[config.mk]
export PLATFORM = sky130hd
export DESIGN_NAME = hazard_stall_controller_flat
export DESIGN_NICKNAME = d
export VERILOG_FILES = /design/src/rtl/hazard_stall_controller_if.sv /design/src/rtl/hazard_stall_controller.sv /design/src/flat_wrapper.sv
export SDC_FILE = /design/constraint.sdc
export NUM_CORES = 1
export LEC_CHECK = 0
export ABC_AREA = 1
export BUFFER_PORTS_ARGS = -buffer_cell sky130_fd_sc_hd__buf_4
export CORE_MARGIN = 2
export CORE_UTILIZATION = 30
export CTS_CLUSTER_SIZE = 28
export DETAILED_ROUTE_END_ITERATION = 8
export GPL_TIMING_DRIVEN = 0
export SLEW_MARGIN = 20
export SYNTH_ARGS = -nofsm -noshare
export SYNTH_HDL_FRONTEND = slang
export SYNTH_SLANG_ARGS = --single-unit
[constraint.sdc]
create_clock -name Clock -period 3.5 [get_ports Clock]
set_input_delay 0.175 -clock Clock [delete_from_list [all_inputs] [get_ports Clock]]
set_output_delay 0.175 -clock Clock [all_outputs]
set_load 0.02 [all_outputs]
[src/rtl/hazard_stall_controller_if.sv]
// Bundle of ID/EX/MEM hazard inputs and PC/IF-ID control outputs for the
// pipeline hazard stall controller.
interface hazard_stall_controller_if #(
    parameter int REG_ADDR_W = 5,
    parameter int CNT_W      = 16
);
    logic [REG_ADDR_W-1:0] ID_Rs;
    logic [REG_ADDR_W-1:0] ID_Rt;
    logic                  ID_UsesRs;
    logic                  ID_UsesRt;
    logic                  ID_IsBranch;
    logic                  EX_MemRead;
    logic                  EX_RegWrite;
    logic [REG_ADDR_W-1:0] EX_WriteReg;
    logic                  MEM_MemRead;
    logic [REG_ADDR_W-1:0] MEM_WriteReg;
    logic                  BranchTaken;
    logic                  CountClear;
    logic                  PC_WriteEnable;
    logic                  IFID_WriteEnable;
    logic                  IDEX_Bubble;
    logic                  IFID_Flush;
    logic                  Stalling;
    logic [CNT_W-1:0]      StallCount;

    // Pipeline side: drives stage fields, consumes the enables.
    modport master (
        output ID_Rs, ID_Rt, ID_UsesRs, ID_UsesRt, ID_IsBranch,
               EX_MemRead, EX_RegWrite, EX_WriteReg,
               MEM_MemRead, MEM_WriteReg, BranchTaken, CountClear,
        input  PC_WriteEnable, IFID_WriteEnable, IDEX_Bubble,
               IFID_Flush, Stalling, StallCount
    );

    // Controller side.
    modport slave (
        input  ID_Rs, ID_Rt, ID_UsesRs, ID_UsesRt, ID_IsBranch,
               EX_MemRead, EX_RegWrite, EX_WriteReg,
               MEM_MemRead, MEM_WriteReg, BranchTaken, CountClear,
        output PC_WriteEnable, IFID_WriteEnable, IDEX_Bubble,
               IFID_Flush, Stalling, StallCount
    );
endinterface

[src/rtl/hazard_stall_controller.sv]
// Pipeline hazard controller: load-use with configurable latency, branch-in-ID
// operand hazards, taken-branch IF/ID flush, multi-cycle stall FSM and a
// saturating stall-cycle counter.
module hazard_stall_controller #(
    parameter int REG_ADDR_W   = 5,
    parameter int LOAD_STALL   = 1,
    parameter int BRANCH_STALL = 1,
    parameter int BRANCH_IN_ID = 1,
    parameter int CNT_W        = 16
) (
    input  logic                     Clock,
    input  logic                     Reset,
    hazard_stall_controller_if.slave bus
);

    typedef enum logic {IDLE, STALL} state_t;

    localparam logic       BR_EN = (BRANCH_IN_ID != 0);
    localparam logic [3:0] LS_N  = 4'(LOAD_STALL);
    localparam logic [3:0] LSB_N = 4'(LOAD_STALL + 1);
    localparam logic [3:0] BS_N  = 4'(BRANCH_STALL);

    state_t           state_q, state_d;
    logic [2:0]       cnt_q, cnt_d;
    logic [CNT_W-1:0] count_q, count_d;

    logic       m_ex, m_mem;
    logic       lu, bex, bld;
    logic [3:0] need_n;
    logic       stall_now;
    logic       pc_we, ifid_we, bubble, flush, stalling;

    // Register 0 is hard-wired, so it never creates a dependency.
    assign m_ex  = (bus.EX_WriteReg != '0) &&
                   ((bus.ID_UsesRs && (bus.ID_Rs == bus.EX_WriteReg)) ||
                    (bus.ID_UsesRt && (bus.ID_Rt == bus.EX_WriteReg)));
    assign m_mem = (bus.MEM_WriteReg != '0) &&
                   ((bus.ID_UsesRs && (bus.ID_Rs == bus.MEM_WriteReg)) ||
                    (bus.ID_UsesRt && (bus.ID_Rt == bus.MEM_WriteReg)));

    assign lu  = bus.EX_MemRead && bus.EX_RegWrite && m_ex;
    assign bex = BR_EN && bus.ID_IsBranch && bus.EX_RegWrite && !bus.EX_MemRead && m_ex;
    assign bld = BR_EN && bus.ID_IsBranch && bus.MEM_MemRead && m_mem;

    // Required stall length: maximum over all active hazard terms.
    always_comb begin
        need_n = '0;
        if (bld) need_n = 4'd1;
        if (bex && (BS_N > need_n)) need_n = BS_N;
        if (lu && (LS_N > need_n)) need_n = LS_N;
        if (lu && bus.ID_IsBranch && BR_EN) need_n = LSB_N;
    end

    // Stall FSM next state and remaining-cycle counter.
    always_comb begin
        state_d   = state_q;
        cnt_d     = cnt_q;
        stall_now = 1'b0;
        unique case (state_q)
            IDLE: begin
                if (need_n != '0) begin
                    stall_now = 1'b1;
                    cnt_d     = 3'(need_n - 4'd1);
                    if (need_n > 4'd1) state_d = STALL;
                end
            end
            STALL: begin
                stall_now = 1'b1;
                cnt_d     = cnt_q - 3'd1;
                if (cnt_q == 3'd1) state_d = IDLE;
            end
            default: state_d = IDLE;
        endcase
    end

    // Output decode; reset overrides everything so the pipeline free-runs.
    always_comb begin
        pc_we    = 1'b1;
        ifid_we  = 1'b1;
        bubble   = 1'b0;
        flush    = 1'b0;
        stalling = 1'b0;
        if (Reset) begin
            if (stall_now) begin
                pc_we   = 1'b0;
                ifid_we = 1'b0;
                bubble  = 1'b1;
            end
            stalling = (state_q == STALL);
            flush    = BR_EN && bus.BranchTaken && !stall_now;
        end
    end

    // Saturating stall-cycle counter; clear wins over increment.
    always_comb begin
        count_d = count_q;
        if (bus.CountClear) begin
            count_d = '0;
        end else if (stall_now && (count_q != '1)) begin
            count_d = count_q + 1'b1;
        end
    end

    // State, stall counter and performance counter registers.
    always_ff @(posedge Clock or negedge Reset) begin
        if (!Reset) begin
            state_q <= IDLE;
            cnt_q   <= '0;
            count_q <= '0;
        end else begin
            state_q <= state_d;
            cnt_q   <= cnt_d;
            count_q <= count_d;
        end
    end

    assign bus.PC_WriteEnable   = pc_we;
    assign bus.IFID_WriteEnable = ifid_we;
    assign bus.IDEX_Bubble      = bubble;
    assign bus.IFID_Flush       = flush;
    assign bus.Stalling         = stalling;
    assign bus.StallCount       = count_q;

endmodule

[src/flat_wrapper.sv]
// flat-port wrapper written by rule: the top's interface ports become plain ports
module hazard_stall_controller_flat 
#(
    parameter int REG_ADDR_W   = 5,
    parameter int LOAD_STALL   = 1,
    parameter int BRANCH_STALL = 1,
    parameter int BRANCH_IN_ID = 1,
    parameter int CNT_W        = 16
)
  (Clock, Reset, bus_ID_Rs, bus_ID_Rt, bus_ID_UsesRs, bus_ID_UsesRt, bus_ID_IsBranch, bus_EX_MemRead, bus_EX_RegWrite, bus_EX_WriteReg, bus_MEM_MemRead, bus_MEM_WriteReg, bus_BranchTaken, bus_CountClear, bus_PC_WriteEnable, bus_IFID_WriteEnable, bus_IDEX_Bubble, bus_IFID_Flush, bus_Stalling, bus_StallCount);
  hazard_stall_controller_if #(.REG_ADDR_W(REG_ADDR_W), .CNT_W(CNT_W)) bus_i ();
  input  logic Clock;
  input  logic Reset;
  input wire logic [$bits(bus_i.ID_Rs)-1:0] bus_ID_Rs;
  input wire logic [$bits(bus_i.ID_Rt)-1:0] bus_ID_Rt;
  input wire logic [$bits(bus_i.ID_UsesRs)-1:0] bus_ID_UsesRs;
  input wire logic [$bits(bus_i.ID_UsesRt)-1:0] bus_ID_UsesRt;
  input wire logic [$bits(bus_i.ID_IsBranch)-1:0] bus_ID_IsBranch;
  input wire logic [$bits(bus_i.EX_MemRead)-1:0] bus_EX_MemRead;
  input wire logic [$bits(bus_i.EX_RegWrite)-1:0] bus_EX_RegWrite;
  input wire logic [$bits(bus_i.EX_WriteReg)-1:0] bus_EX_WriteReg;
  input wire logic [$bits(bus_i.MEM_MemRead)-1:0] bus_MEM_MemRead;
  input wire logic [$bits(bus_i.MEM_WriteReg)-1:0] bus_MEM_WriteReg;
  input wire logic [$bits(bus_i.BranchTaken)-1:0] bus_BranchTaken;
  input wire logic [$bits(bus_i.CountClear)-1:0] bus_CountClear;
  output wire logic [$bits(bus_i.PC_WriteEnable)-1:0] bus_PC_WriteEnable;
  output wire logic [$bits(bus_i.IFID_WriteEnable)-1:0] bus_IFID_WriteEnable;
  output wire logic [$bits(bus_i.IDEX_Bubble)-1:0] bus_IDEX_Bubble;
  output wire logic [$bits(bus_i.IFID_Flush)-1:0] bus_IFID_Flush;
  output wire logic [$bits(bus_i.Stalling)-1:0] bus_Stalling;
  output wire logic [$bits(bus_i.StallCount)-1:0] bus_StallCount;
  assign bus_i.ID_Rs = bus_ID_Rs;
  assign bus_i.ID_Rt = bus_ID_Rt;
  assign bus_i.ID_UsesRs = bus_ID_UsesRs;
  assign bus_i.ID_UsesRt = bus_ID_UsesRt;
  assign bus_i.ID_IsBranch = bus_ID_IsBranch;
  assign bus_i.EX_MemRead = bus_EX_MemRead;
  assign bus_i.EX_RegWrite = bus_EX_RegWrite;
  assign bus_i.EX_WriteReg = bus_EX_WriteReg;
  assign bus_i.MEM_MemRead = bus_MEM_MemRead;
  assign bus_i.MEM_WriteReg = bus_MEM_WriteReg;
  assign bus_i.BranchTaken = bus_BranchTaken;
  assign bus_i.CountClear = bus_CountClear;
  assign bus_PC_WriteEnable = bus_i.PC_WriteEnable;
  assign bus_IFID_WriteEnable = bus_i.IFID_WriteEnable;
  assign bus_IDEX_Bubble = bus_i.IDEX_Bubble;
  assign bus_IFID_Flush = bus_i.IFID_Flush;
  assign bus_Stalling = bus_i.Stalling;
  assign bus_StallCount = bus_i.StallCount;
  hazard_stall_controller #(.REG_ADDR_W(REG_ADDR_W), .LOAD_STALL(LOAD_STALL), .BRANCH_STALL(BRANCH_STALL), .BRANCH_IN_ID(BRANCH_IN_ID), .CNT_W(CNT_W)) u_core (.Clock(Clock), .Reset(Reset), .bus(bus_i));
endmodule
* Word level (Yosys, flattened, before mapping)
Index checks and enable logic that the tools add are counted.
Storage, ports and cells: register bits after elaboration 20, output and inout bits 21, bits of input ports 30, logic and storage cells 63
Operators by class: equal/unequal tests 7, $lt $le $gt $ge 3, add/sub/neg operators 3, mux-type cells 20, bitwise gates (word level) 1, reduce and logical (&&, ||, !) cells 26
Operators with widths (number):
- 2-to-1 mux 16 bit | 2
- equality test 5 bit | 4
- logical AND 1 bit | 18
- adder 16 x 1 -> 16 bit, second input constant | 1
- != test 16 bit, second input constant | 1
- 2-to-1 mux 4 bit | 3
- 2-to-1 mux 1 bit | 11
- nonzero test 5 bit | 2
- greater-than comparator 1 x 4 -> 1 bit, first input constant | 2
- case mux 3 bit (2 select lines) | 1
- subtractor 3 x 1 -> 3 bit, second input constant | 2
- greater-than comparator 4 x 1 -> 1 bit, second input constant | 1
- case mux 1 bit (2 select lines) | 2
- nonzero test 4 bit | 1
- equality test 3 x 1 -> 1 bit, second input constant | 1
- 2-to-1 mux 3 bit | 1
- zero test 1 bit | 2
- logical OR 1 bit | 2
- != test 2 x 1 -> 1 bit, second input constant | 1
- nonzero test 2 bit | 1
- inverter 1 bit | 1

* Logic depth before layout (Yosys ltp)
Gate-level depths: netlist of the first run.
word-level depth 19, gate-level depth with buffers 19, mapped depth without buffers 19

* Worst setup path before layout of the first run
OpenSTA, ideal clock, no wires.
path kind input to register, from in bus_EX_WriteReg[3], to reg u_core.count_q[15] (netlist: u_core.bus.StallCount[15]), data arrival time 1681 ps, required time 3383 ps, buffers on the path 1, library setup time 117 ps, cell stages on the path 17, slack 1702 ps, cell sequence inv_1 > nand2_1 > nand2_1 > nor2_1 > nand3_1 > nand2_1 > nand3b_1 > nand2_1 > ha_1 > inv_1 > nor2_1 > inv_1 > nand2_4 > nand2_4 > buf_6 > nand3_1 > nand2_1
On the way: longest elaborated chain between the ends 16, elaborated cells on any way between the ends 21, classes of those cells 1 x order compare; 2 x eq/ne; 5 x mux; 13 x reduce/logical
RTL lines:
- from (decl) | line flat_wrapper.sv:21 | input wire logic [$bits(bus_i.EX_WriteReg)-1:0] bus_EX_WriteReg;
- equality test 5 bit (on tied branches) | line hazard_stall_controller.sv:35, hazard_stall_controller.sv:36
- logical AND 1 bit (on tied branches) | line hazard_stall_controller.sv:35, hazard_stall_controller.sv:36
- logical OR 1 bit | line hazard_stall_controller.sv:35 | ((bus.ID_UsesRs && (bus.ID_Rs == bus.EX_WriteReg)) ||
- logical AND 1 bit (*) | line hazard_stall_controller.sv:34 | assign m_ex = (bus.EX_WriteReg != '0) &&
- logical AND 1 bit | line hazard_stall_controller.sv:42 | assign bex = BR_EN && bus.ID_IsBranch && bus.EX_RegWrite && !bus.EX_MemRead && m_ex;
- logical AND 1 bit | line hazard_stall_controller.sv:49 | if (bex && (BS_N > need_n)) need_n = BS_N;
- 2-to-1 mux 4 bit | line hazard_stall_controller.sv:49
- greater-than comparator 1 x 4 -> 1 bit | line hazard_stall_controller.sv:50 | if (lu && (LS_N > need_n)) need_n = LS_N;
- logical AND 1 bit | line hazard_stall_controller.sv:50
- 2-to-1 mux 4 bit | line hazard_stall_controller.sv:50
- 2-to-1 mux 4 bit (*) | line hazard_stall_controller.sv:51 | if (lu && bus.ID_IsBranch && BR_EN) need_n = LSB_N;
- nonzero test 4 bit (*) | line hazard_stall_controller.sv:61 | if (need_n != '0) begin
- 2-to-1 mux 1 bit (*) | line hazard_stall_controller.sv:61
- case mux 1 bit (2 select lines) (*) | line hazard_stall_controller.sv:59 | unique case (state_q)
- logical AND 1 bit (*) | line hazard_stall_controller.sv:99 | end else if (stall_now && (count_q != '1)) begin
- nonzero test 2 bit (no line) (*)
- to (signal assigned) | line hazard_stall_controller.sv:113 | count_q <= count_d;
- to (decl) | line hazard_stall_controller.sv:25 | logic [CNT_W-1:0] count_q, count_d;
Every way passes the cells marked *; elsewhere a longest branch is shown, timed or not. A chain may end at the register's enable or synchronous reset.

* Worst setup path after layout of the first run
from in bus_EX_WriteReg[2], to out bus_PC_WriteEnable
On the way: longest elaborated chain between the ends 16, elaborated cells on any way between the ends 21, classes of those cells 1 x order compare; 2 x eq/ne; 7 x mux; 11 x reduce/logical
RTL lines:
- equality test 5 bit (on tied branches) | line hazard_stall_controller.sv:35, hazard_stall_controller.sv:36
- logical AND 1 bit (on tied branches) | line hazard_stall_controller.sv:35, hazard_stall_controller.sv:36
- logical OR 1 bit | line hazard_stall_controller.sv:35
- logical AND 1 bit (*) | line hazard_stall_controller.sv:34
- logical AND 1 bit | line hazard_stall_controller.sv:42
- logical AND 1 bit | line hazard_stall_controller.sv:49
- 2-to-1 mux 4 bit | line hazard_stall_controller.sv:49
- greater-than comparator 1 x 4 -> 1 bit | line hazard_stall_controller.sv:50
- logical AND 1 bit | line hazard_stall_controller.sv:50
- 2-to-1 mux 4 bit | line hazard_stall_controller.sv:50
- 2-to-1 mux 4 bit (*) | line hazard_stall_controller.sv:51
- nonzero test 4 bit (*) | line hazard_stall_controller.sv:61
- 2-to-1 mux 1 bit (*) | line hazard_stall_controller.sv:61
- case mux 1 bit (2 select lines) (*) | line hazard_stall_controller.sv:59
- 2-to-1 mux 1 bit (*) | line hazard_stall_controller.sv:84 | if (stall_now) begin
- 2-to-1 mux 1 bit (*) | line hazard_stall_controller.sv:83 | if (Reset) begin
- to (decl) | line flat_wrapper.sv:26 | output wire logic [$bits(bus_i.PC_WriteEnable)-1:0] bus_PC_WriteEnable;
Marked as above.

==> impl_metrics.env, run 1 <==
export IMPL_status="complete, no violations"
export IMPL_layout_nets=361
export IMPL_layout_common_cells="nand2_1 (81), buf_4 (50), inv_1 (41), nor2_1 (35), nand3_1 (26)"
export IMPL_avgRoutedWirePerCell_um=11.2
export IMPL_period_minus_slack_ns=2.09
export IMPL_tightestPinTransition_ns=0.476
export IMPL_antenna_found_initial=0
export IMPL_dr_first_iter_drc_count=120
export IMPL_grt_usage_pct=15.0
export IMPL_vias_per_cell=4.63
export IMPL_drv_cap=0
export IMPL_ios=51
export IMPL_end_kind="primary output"
export IMPL_p_total_uw=770
export IMPL_area_growth_syn_to_layout_pct=29.4
export IMPL_ys_flop_type="dfrtp_1"
export IMPL_yosysWarnings=0
export IMPL_seqCellArea_sq_um=500
export IMPL_grt_max_degree=24
export IMPL_dieHeight_um=80
export IMPL_p_leak_nw=1.20
export IMPL_synth_fp_nets=306
export IMPL_ys_types=29
export IMPL_cp_common_cell="nand2_1"
export IMPL_crit_type="input port to primary output"
export IMPL_antennaDiodeCount=0
export IMPL_critPathMaxFanout=4
export IMPL_cts_root_buf="clkbuf_8"
export IMPL_grt_ovfl_total=0
export IMPL_dp_hpwl_mm=3.68
export IMPL_crit_arrival_ns=1.92
export IMPL_synthCells=271
export IMPL_vias=1835
export IMPL_critPathMaxStageDelay_ns=0.19
export IMPL_drv_slew=0
export IMPL_die_w_um=80
export IMPL_whs_ns=0.342
export IMPL_maxSlewHeadroom_pct=68.0
export IMPL_ant_nets=0
export IMPL_cts_buffer_depth=2
export IMPL_avgSynthCellArea_sq_um=6.39
export IMPL_rsz0062_at_grt="no"
export IMPL_ys_ff_latch=20
export IMPL_clk_latency_ns=0.25
export IMPL_coreArea_sq_um=5540
export IMPL_fmax_mhz=478
export IMPL_critPathSlowestCell="ha_1"
export IMPL_netlist_area_sq_um=1730
export IMPL_ir_drop_v=0.000163
export IMPL_die_area_sq_um=6400
export IMPL_grt_pass1_wl_mm=7.77
export IMPL_setup_violations_final=0
export IMPL_drc=0
export IMPL_synth_edf_count=0
export IMPL_clkTransAtPathRegs_ns=0.07
export IMPL_cts_made_buffers=3
export IMPL_cts_tree="done"
export IMPL_port_buffer_count=49
export IMPL_fillCellCount=612
export IMPL_multi_input_area_sq_um=1040
export IMPL_wirelength_mm=4.45
export IMPL_cp_start_kind="input port"
export IMPL_synth_seq_area_share_pct=28.9
export IMPL_fin_worst_skew_ns=0.00392
export IMPL_initial_utilization_pct=31.3
export IMPL_worstPathRequired_ns=3.32
export IMPL_final_common_cell="nand2_1"
export IMPL_clkSinkCount=20
export IMPL_place_gp_congestion=0.850
export IMPL_grt_pass1_vias=1732
export IMPL_drive_above_1_share_pct=22.2
export IMPL_p_per_area_nw_per_um2=344
export IMPL_postCtsSetupBuffers=0
export IMPL_setup_tns_ns=0
export IMPL_dr_pass1_iters=5
export IMPL_fin_crit_sh_pct=59.7
export IMPL_async_flop_share_pct=100
export IMPL_crit_path_cell_trace="buf_4, inv_1, nand2_1, nand2_1, nor2_1, nand3_1, nand2_1, nand3b_1, nand2_1, ha_1, inv_1, nor2_1, inv_1, nand2_1, buf_4, buf_4"
export IMPL_hold_path_class="input port to async pin"
export IMPL_finalHoldViolCount=0
export IMPL_cts_max_level=1
export IMPL_rows=27
-- stage by stage --
| stage | area [sq um] | setup slack, ns | util, % | instances |
|---|---|---|---|---|
| 6_report | 2240 | 1.41 | 40.5 | 396 |
| 3_5_place_dp | 2190 | 1.24 | 39.5 | 392 |
| 3_3_place_gp | 2190 | 1.28 | 39.5 | 392 |
| 2_1_floorplan | 1730 | 1.70 | - | 271 |
| 4_1_cts | 2240 | 1.38 | 40.5 | 396 |
| 5_1_grt | 2240 | 1.13 | 40.5 | 396 |
-- synthesized netlist by cell type, types with 2 or more instances --
cell      number  area [sq um]
nand2_1       81           304
inv_1         41           154
nor2_1        35           131
nand3_1       26           130
dfrtp_1       20           500
o21ai_0       11          55.1
xor2_1        10          87.6
nor3_1         7          35.0
o21ai_2        7          61.3
ha_1           5          62.6
a21oi_1        3          15.0
nand4_1        3          18.8
inv_2          2          7.51
nand2_4        2          22.5
nand3_2        2          20.0
nand3b_1       2          15.0
o31ai_1        2          15.0
-- worst max-delay path, delay by kind of cell --
family	cells	cell delay, ns
buffers and inverters	6	0.56
adders and majority gates	1	0.19
and+or+nand+nor	9	0.98
-- worst paths after layout --
path	startpoint	end	slack [ns]	cells past startpoint
setup reg to reg	u_core.bus.StallCount[0]	u_core.bus.StallCount[15]	1.69	9
max in group asynchronous	Reset	u_core.bus.StallCount[10]	2.92	2
hold / removal	Reset	u_core.bus.StallCount[5]	0.34	2
hold reg to reg	u_core.cnt_q[1]	u_core.cnt_q[1]	0.50	2
min in group Clock	bus_CountClear	u_core.bus.StallCount[14]	0.40	4
setup / recovery	bus_EX_WriteReg[2]	bus_PC_WriteEnable	1.41	16
-- final cells by class --
type | instances | share of cell area [%]
multi-input combinational | 203 | 46.3
buffer | 5 | 1.45
sequential | 20 | 22.3
tap | 72 | 4.02
clock buffer | 3 | 1.84
inverter | 43 | 7.20
timing repair buffer | 50 | 16.9
-- power breakdown --
part	internal, mW	switching, mW	leakage [nW]
clock network	0.0765	0.0720	0.0216
registers	0.260	0.0218	0.269
logic	0.129	0.211	0.908
total	0.466	0.305	1.20
-- per-layer routing --
| metal | global-route usage (%) | routed length, um | up-vias |
|---|---|---|---|
| met1 | 19.8 | 2030 | 833 |
| met5 | 0 | 0 | - |
| met2 | 26.8 | 2210 | 39 |
| met4 | 3.05 | 34 | 0 |
| li1 | - | - | 959 |
| met3 | 1.02 | 170 | 4 |
-- flip-flops by register name (all words and copies together), names as in the netlist --
name,count
u_core.state_q,1
u_core.cnt_q,3
u_core.bus.StallCount,16
-- repair_timing --
| item | 4_1_cts | 5_1_grt |
|---|---|---|
| endpoints found under the setup margin | 0 | 0 |
| hold buffers | 1 | 0 |
| gates resized for setup | 0 | 0 |
| endpoints found under the hold margin | 20 | 0 |
-- logic make-up after synthesis --
family          share of synthesized area [%]
simple gates                             40.9
buf+inv                                  11.2
compound gates                           10.3
flops                                    28.9
xor+xnor                                 5.05
fa+ha+maj                                3.61
Note: power is estimated with default switching activity, not from simulation.
==> run 2, diff against run 1 <==
- clock period: 3.5 -> 2 ns (I/O delays scaled with it)
==> run 2 against run 1 <==
Sequential power increased by 75%; combinational power increased by 76%; non-clock buffer count increased by 2; cell count increased by 0.51%; cell area increased by 0.78%; via count decreased by 0.22%; count of clock-buffer cells in the layout unchanged; wire length increased by 0.58%; first-iteration DRC count decreased by 18%; die area unchanged; sequential share of layout area decreased by 0.17 points; critical path type is now flop to flop; largest power group unchanged.
==> impl_metrics.env, run 2 (synthesized netlist as in run 1, its figures left out) <==
export IMPL_end_kind="flop"
export IMPL_drive_above_1_share_pct=23.3
export IMPL_worst_slack_ns=0.190
export IMPL_grt_max_degree=24
export IMPL_stdcell_count=398
export IMPL_grt_usage_pct=15.0
export IMPL_p_int_uw=817
export IMPL_crit_arrival_ns=1.96
export IMPL_layout_common_cells="nand2_1 (80), buf_4 (52), inv_1 (40), nor2_1 (35), nand3_1 (26)"
export IMPL_die_w_um=80
export IMPL_vias_per_cell=4.60
export IMPL_critPathMaxFanout=10
export IMPL_fin_crit_sh_pct=90.5
export IMPL_initial_utilization_pct=31.3
export IMPL_ios=51
export IMPL_setup_tns_ns=0
export IMPL_dr_first_iter_drc_count=99
export IMPL_reg2regPathDepth=9
export IMPL_post_place_ws_ns=-0.185
export IMPL_clkTransAtPathRegs_ns=0.07
export IMPL_rows=27
export IMPL_cts_max_level=1
export IMPL_die_area_sq_um=6400
export IMPL_cts_tree="done"
export IMPL_fin_worst_skew_ns=0.00384
export IMPL_p_clk_share_pct=19.2
export IMPL_dr_pass1_iters=4
export IMPL_antenna_found_initial=0
export IMPL_ir_drop_v=0.000285
export IMPL_dieHeight_um=80
export IMPL_tightestPinTransition_ns=0.404
export IMPL_ant_nets=0
export IMPL_cts_root_buf="clkbuf_8"
export IMPL_area_growth_syn_to_layout_pct=30.4
export IMPL_switching_power_uw=537
export IMPL_cp_start_kind="flop"
export IMPL_p_leak_nw=1.21
export IMPL_p_sw_share_pct=39.7
export IMPL_crit_type="flop to flop"
export IMPL_drv_slew=0
export IMPL_layout_nets=363
export IMPL_dp_hpwl_mm=3.68
export IMPL_p_seq_share_pct=36.4
export IMPL_fmax_mhz=552
export IMPL_drv_cap=0
export IMPL_r2r_setup_slack_ns=0.19
export IMPL_coreArea_sq_um=5540
export IMPL_cts_buffer_depth=2
export IMPL_clk_latency_ns=0.25
export IMPL_place_gp_congestion=0.850
export IMPL_vias=1831
export IMPL_final_common_cell="nand2_1"
export IMPL_wirelength_mm=4.47
export IMPL_grt_pass1_vias=1732
export IMPL_grt_pass1_wl_mm=7.77
export IMPL_drc=0
export IMPL_grt_ovfl_total=0
export IMPL_port_buffer_count=49
export IMPL_worstPathRequired_ns=2.15
export IMPL_maxSlewHeadroom_pct=72.8
export IMPL_whs_ns=0.265
export IMPL_p_total_mw=1.35
export IMPL_largest_register_ffs=16
export IMPL_hold_path_class="input port to async pin"
export IMPL_dp_cells=392
export IMPL_combPwrFrac_pct=44.4
export IMPL_finalHoldViolCount=0
export IMPL_p_per_area_nw_per_um2=599
export IMPL_setup_violations_final=0
export IMPL_antennaDiodeCount=0
export IMPL_status="complete, no violations"
export IMPL_avgRoutedWirePerCell_um=11.2
export IMPL_cts_made_buffers=3
export IMPL_clkSinkCount=20
export IMPL_period_minus_slack_ns=1.81
==> run 2: what timing repair did <==
action / CTS / global route
setup endpoints to repair: 0 / 18
hold buffers: 1 / 0
resized for setup: 0 / 2
endpoints found under the hold margin: 20 / 0
buffers inserted: 0 / 2
==> run 2: worst max-delay path: stages (launching register included) <==
cell     delay (ns)
dfrtp_1        0.44
ha_1           0.27
nand3_2        0.15
nor3_4         0.19
nand3_2        0.12
nand2_4        0.15
nand2_4        0.10
buf_6          0.16
nand3_1        0.08
nand2_1        0.05
==> run 2: metrics by stage <==
step | area [sq um] | util, %
floorplan | 1730 | -
global placement | 2190 | 39.5
detailed placement | 2190 | 39.5
CTS | 2240 | 40.5
global route | 2260 | 40.8
finish | 2260 | 40.8
==> run 2: final timing paths <==
path / from / endpoint
hold / removal: Reset / u_core.bus.StallCount[5]
setup reg to reg: u_core.bus.StallCount[0] / u_core.bus.StallCount[15]
max in group asynchronous: Reset / u_core.bus.StallCount[11]
min in group Clock: bus_CountClear / u_core.bus.StallCount[14]
setup / recovery: u_core.bus.StallCount[0] / u_core.bus.StallCount[15]
hold reg to reg: u_core.cnt_q[1] / u_core.cnt_q[1]
==> run 2: cell type report <==
cell class              instances  area, sq um
fillers                       611         3280
clock buffers                   3         41.3
plain buffers                   5         32.5
inverters                      43          161
well taps                      72         90.1
repair buffers                 52          393
flip-flops and latches         20          500
multi-input cells             203         1040
==> run 2: metal layers <==
| metal | part of all wire (%) | wire length (um) | track usage, % | vias to the layer above |
|---|---|---|---|---|
| li1 | - | - | - | 965 |
| met1 | 45 | 2030 | 19.8 | 816 |
| met2 | 50 | 2230 | 26.8 | 46 |
| met3 | 4.0 | 177 | 1.02 | 4 |
| met4 | 0.76 | 34 | 3.05 | 0 |
| met5 | 0 | 0 | 0 | - |
==> run 2: power groups by stage <==
stage	combinational, mW	sequential, mW	clock, mW
floorplan	0.379	0.507	0
global placement	0.591	0.497	0
detailed placement	0.599	0.499	0
CTS	0.601	0.492	0.274
global route	0.686	0.500	0.293
finish	0.600	0.493	0.260
==> run 3, diff against run 2 <==
- MAX_ROUTING_LAYER: unset -> met4
- PLACE_DENSITY_LB_ADDON: unset -> 0.05
==> run 3 against run 2 <==
Combinational power is 3.3% higher; worst setup slack worse by 0.057 ns; wire length is 9.6% higher; die area stayed put; non-clock buffer count is 1 higher; maximum frequency is 3.0% lower; clock power is 60% higher.
==> impl_metrics.env, run 3 (synthesized netlist as in run 1, its figures left out) <==
export IMPL_cts_tree="done"
export IMPL_p_per_area_nw_per_um2=664
export IMPL_antennaDiodeCount=0
export IMPL_drive_above_1_share_pct=24.7
export IMPL_vias=1833
export IMPL_clkTransAtPathRegs_ns=0.09
export IMPL_grt_usage_pct=16.0
export IMPL_worstPathRequired_ns=1.90
export IMPL_dieHeight_um=80
export IMPL_drv_cap=0
export IMPL_drv_slew=0
export IMPL_initial_utilization_pct=31.3
export IMPL_crit_arrival_ns=1.77
export IMPL_die_area_sq_um=6400
export IMPL_vias_per_cell=4.58
export IMPL_end_kind="primary output"
export IMPL_combPwrFrac_pct=40.6
export IMPL_status="complete, no violations"
export IMPL_rows=27
export IMPL_p_leak_nw=1.22
export IMPL_grt_max_degree=24
export IMPL_place_gp_congestion=0.910
export IMPL_cp_start_kind="input port"
export IMPL_period_minus_slack_ns=1.87
export IMPL_p_total_mw=1.53
export IMPL_ios=51
export IMPL_worst_slack_ns=0.133
export IMPL_tightestPinTransition_ns=0.498
export IMPL_port_buffer_count=49
export IMPL_critPathMaxFanout=4
export IMPL_drc=0
export IMPL_largest_register_ffs=16
export IMPL_finalHoldViolCount=0
export IMPL_antenna_found_initial=0
export IMPL_fin_crit_sh_pct=93.3
export IMPL_dr_pass1_iters=4
export IMPL_p_clk_share_pct=27.3
export IMPL_grt_pass1_vias=1687
export IMPL_coreArea_sq_um=5540
export IMPL_wirelength_mm=4.90
export IMPL_layout_nets=364
export IMPL_grt_pass1_wl_mm=7.94
export IMPL_die_w_um=80
export IMPL_post_place_ws_ns=-0.287
export IMPL_ant_nets=0
export IMPL_area_growth_syn_to_layout_pct=32.9
export IMPL_maxSlewHeadroom_pct=66.6
export IMPL_layout_common_cells="nand2_1 (79), buf_4 (53), inv_1 (39), nor2_1 (34), nand3_1 (26)"
export IMPL_grt_ovfl_total=0
export IMPL_cts_root_buf="clkbuf_8"
export IMPL_reg2regPathDepth=9
export IMPL_avgRoutedWirePerCell_um=12.3
export IMPL_p_sw_share_pct=37.6
export IMPL_dr_first_iter_drc_count=78
export IMPL_dp_hpwl_mm=3.86
export IMPL_p_int_uw=954
export IMPL_ir_drop_v=0.000297
export IMPL_switching_power_uw=574
export IMPL_fmax_mhz=536
export IMPL_cts_buffer_depth=2
export IMPL_crit_type="input port to primary output"
export IMPL_p_seq_share_pct=32.1
export IMPL_hold_path_class="input port to async pin"
export IMPL_final_common_cell="nand2_1"
export IMPL_clkSinkCount=20
export IMPL_setup_violations_final=0
export IMPL_clk_latency_ns=0.26
export IMPL_cts_made_buffers=3
export IMPL_fin_worst_skew_ns=0.00616
export IMPL_cts_max_level=1
## run 3: layout make-up
| cell class | instances | area [sq um] |
|---|---|---|
| plain buffers | 5 | 32.5 |
| clock buffers | 3 | 41.3 |
| clock inverters | 1 | 30.0 |
| fillers | 643 | 3240 |
| inverters | 43 | 161 |
| multi-input cells | 203 | 1050 |
| flip-flops and latches | 20 | 500 |
| well taps | 72 | 90.1 |
| repair buffers | 53 | 400 |
## run 3: worst paths after layout
path                       slack (ns)                         to                startpoint
max                              0.13         bus_PC_WriteEnable        bus_EX_WriteReg[3]
min                              0.27   u_core.bus.StallCount[2]                     Reset
max reg2reg                      0.18  u_core.bus.StallCount[15]  u_core.bus.StallCount[0]
min reg2reg                      0.50            u_core.cnt_q[1]           u_core.cnt_q[1]
max in group asynchronous        1.48   u_core.bus.StallCount[4]                     Reset
min in group Clock               0.33  u_core.bus.StallCount[14]            bus_CountClear
## run 3: power by group through the flow
| stage | combinational [mW] | sequential [mW] | clock (mW) |
|---|---|---|---|
| 4_1_cts | 0.626 | 0.491 | 0.430 |
| 5_1_grt | 0.689 | 0.496 | 0.449 |
| 3_5_place_dp | 0.614 | 0.499 | 0 |
| 6_report | 0.620 | 0.490 | 0.417 |
| 3_3_place_gp | 0.613 | 0.498 | 0 |
| 2_1_floorplan | 0.379 | 0.507 | 0 |
## run 3: metal layers
metal | GRT usage, % | share of wire (%) | vias to the layer above
met5 | - | 0 | -
met4 | 2.54 | 0.63 | 0
met3 | 2.15 | 4.4 | 4
met2 | 24.3 | 43 | 38
met1 | 23.3 | 52 | 821
li1 | - | - | 970
## run 3: repair_timing
item                                   CTS  global route
buffers inserted                         0             3
setup endpoints to repair                3            15
pin swaps                                0             2
gates cloned                             0             0
hold buffers                             1             0
gates resized for setup                  2             3
endpoints found under the hold margin   20             0
## run 3: critical path, stage by stage
cell	delay [ns]
buf_4	0.12
inv_1	0.11
nand2_1	0.06
nand2_1	0.05
nor2_1	0.05
nand3_1	0.07
nand2_1	0.10
nand3b_1	0.18
nand2_2	0.10
ha_1	0.22
inv_1	0.07
nor2_2	0.05
inv_2	0.13
nand2_2	0.08
buf_4	0.14
buf_4	0.14
## run 3: metrics by stage
stage | cells | util (%) | cell area (sq um) | hold slack, ns | setup TNS (ns)
5_1_grt | 400 | 41.6 | 2300 | 0.301 | -0.00516
4_1_cts | 397 | 41.1 | 2270 | 0.271 | 0
6_report | 400 | 41.6 | 2300 | 0.274 | 0
2_1_floorplan | 271 | - | 1730 | -0.196 | 0
3_5_place_dp | 392 | 39.5 | 2190 | 0.0153 | -3.05
3_3_place_gp | 392 | 39.5 | 2190 | 0.0157 | -2.98
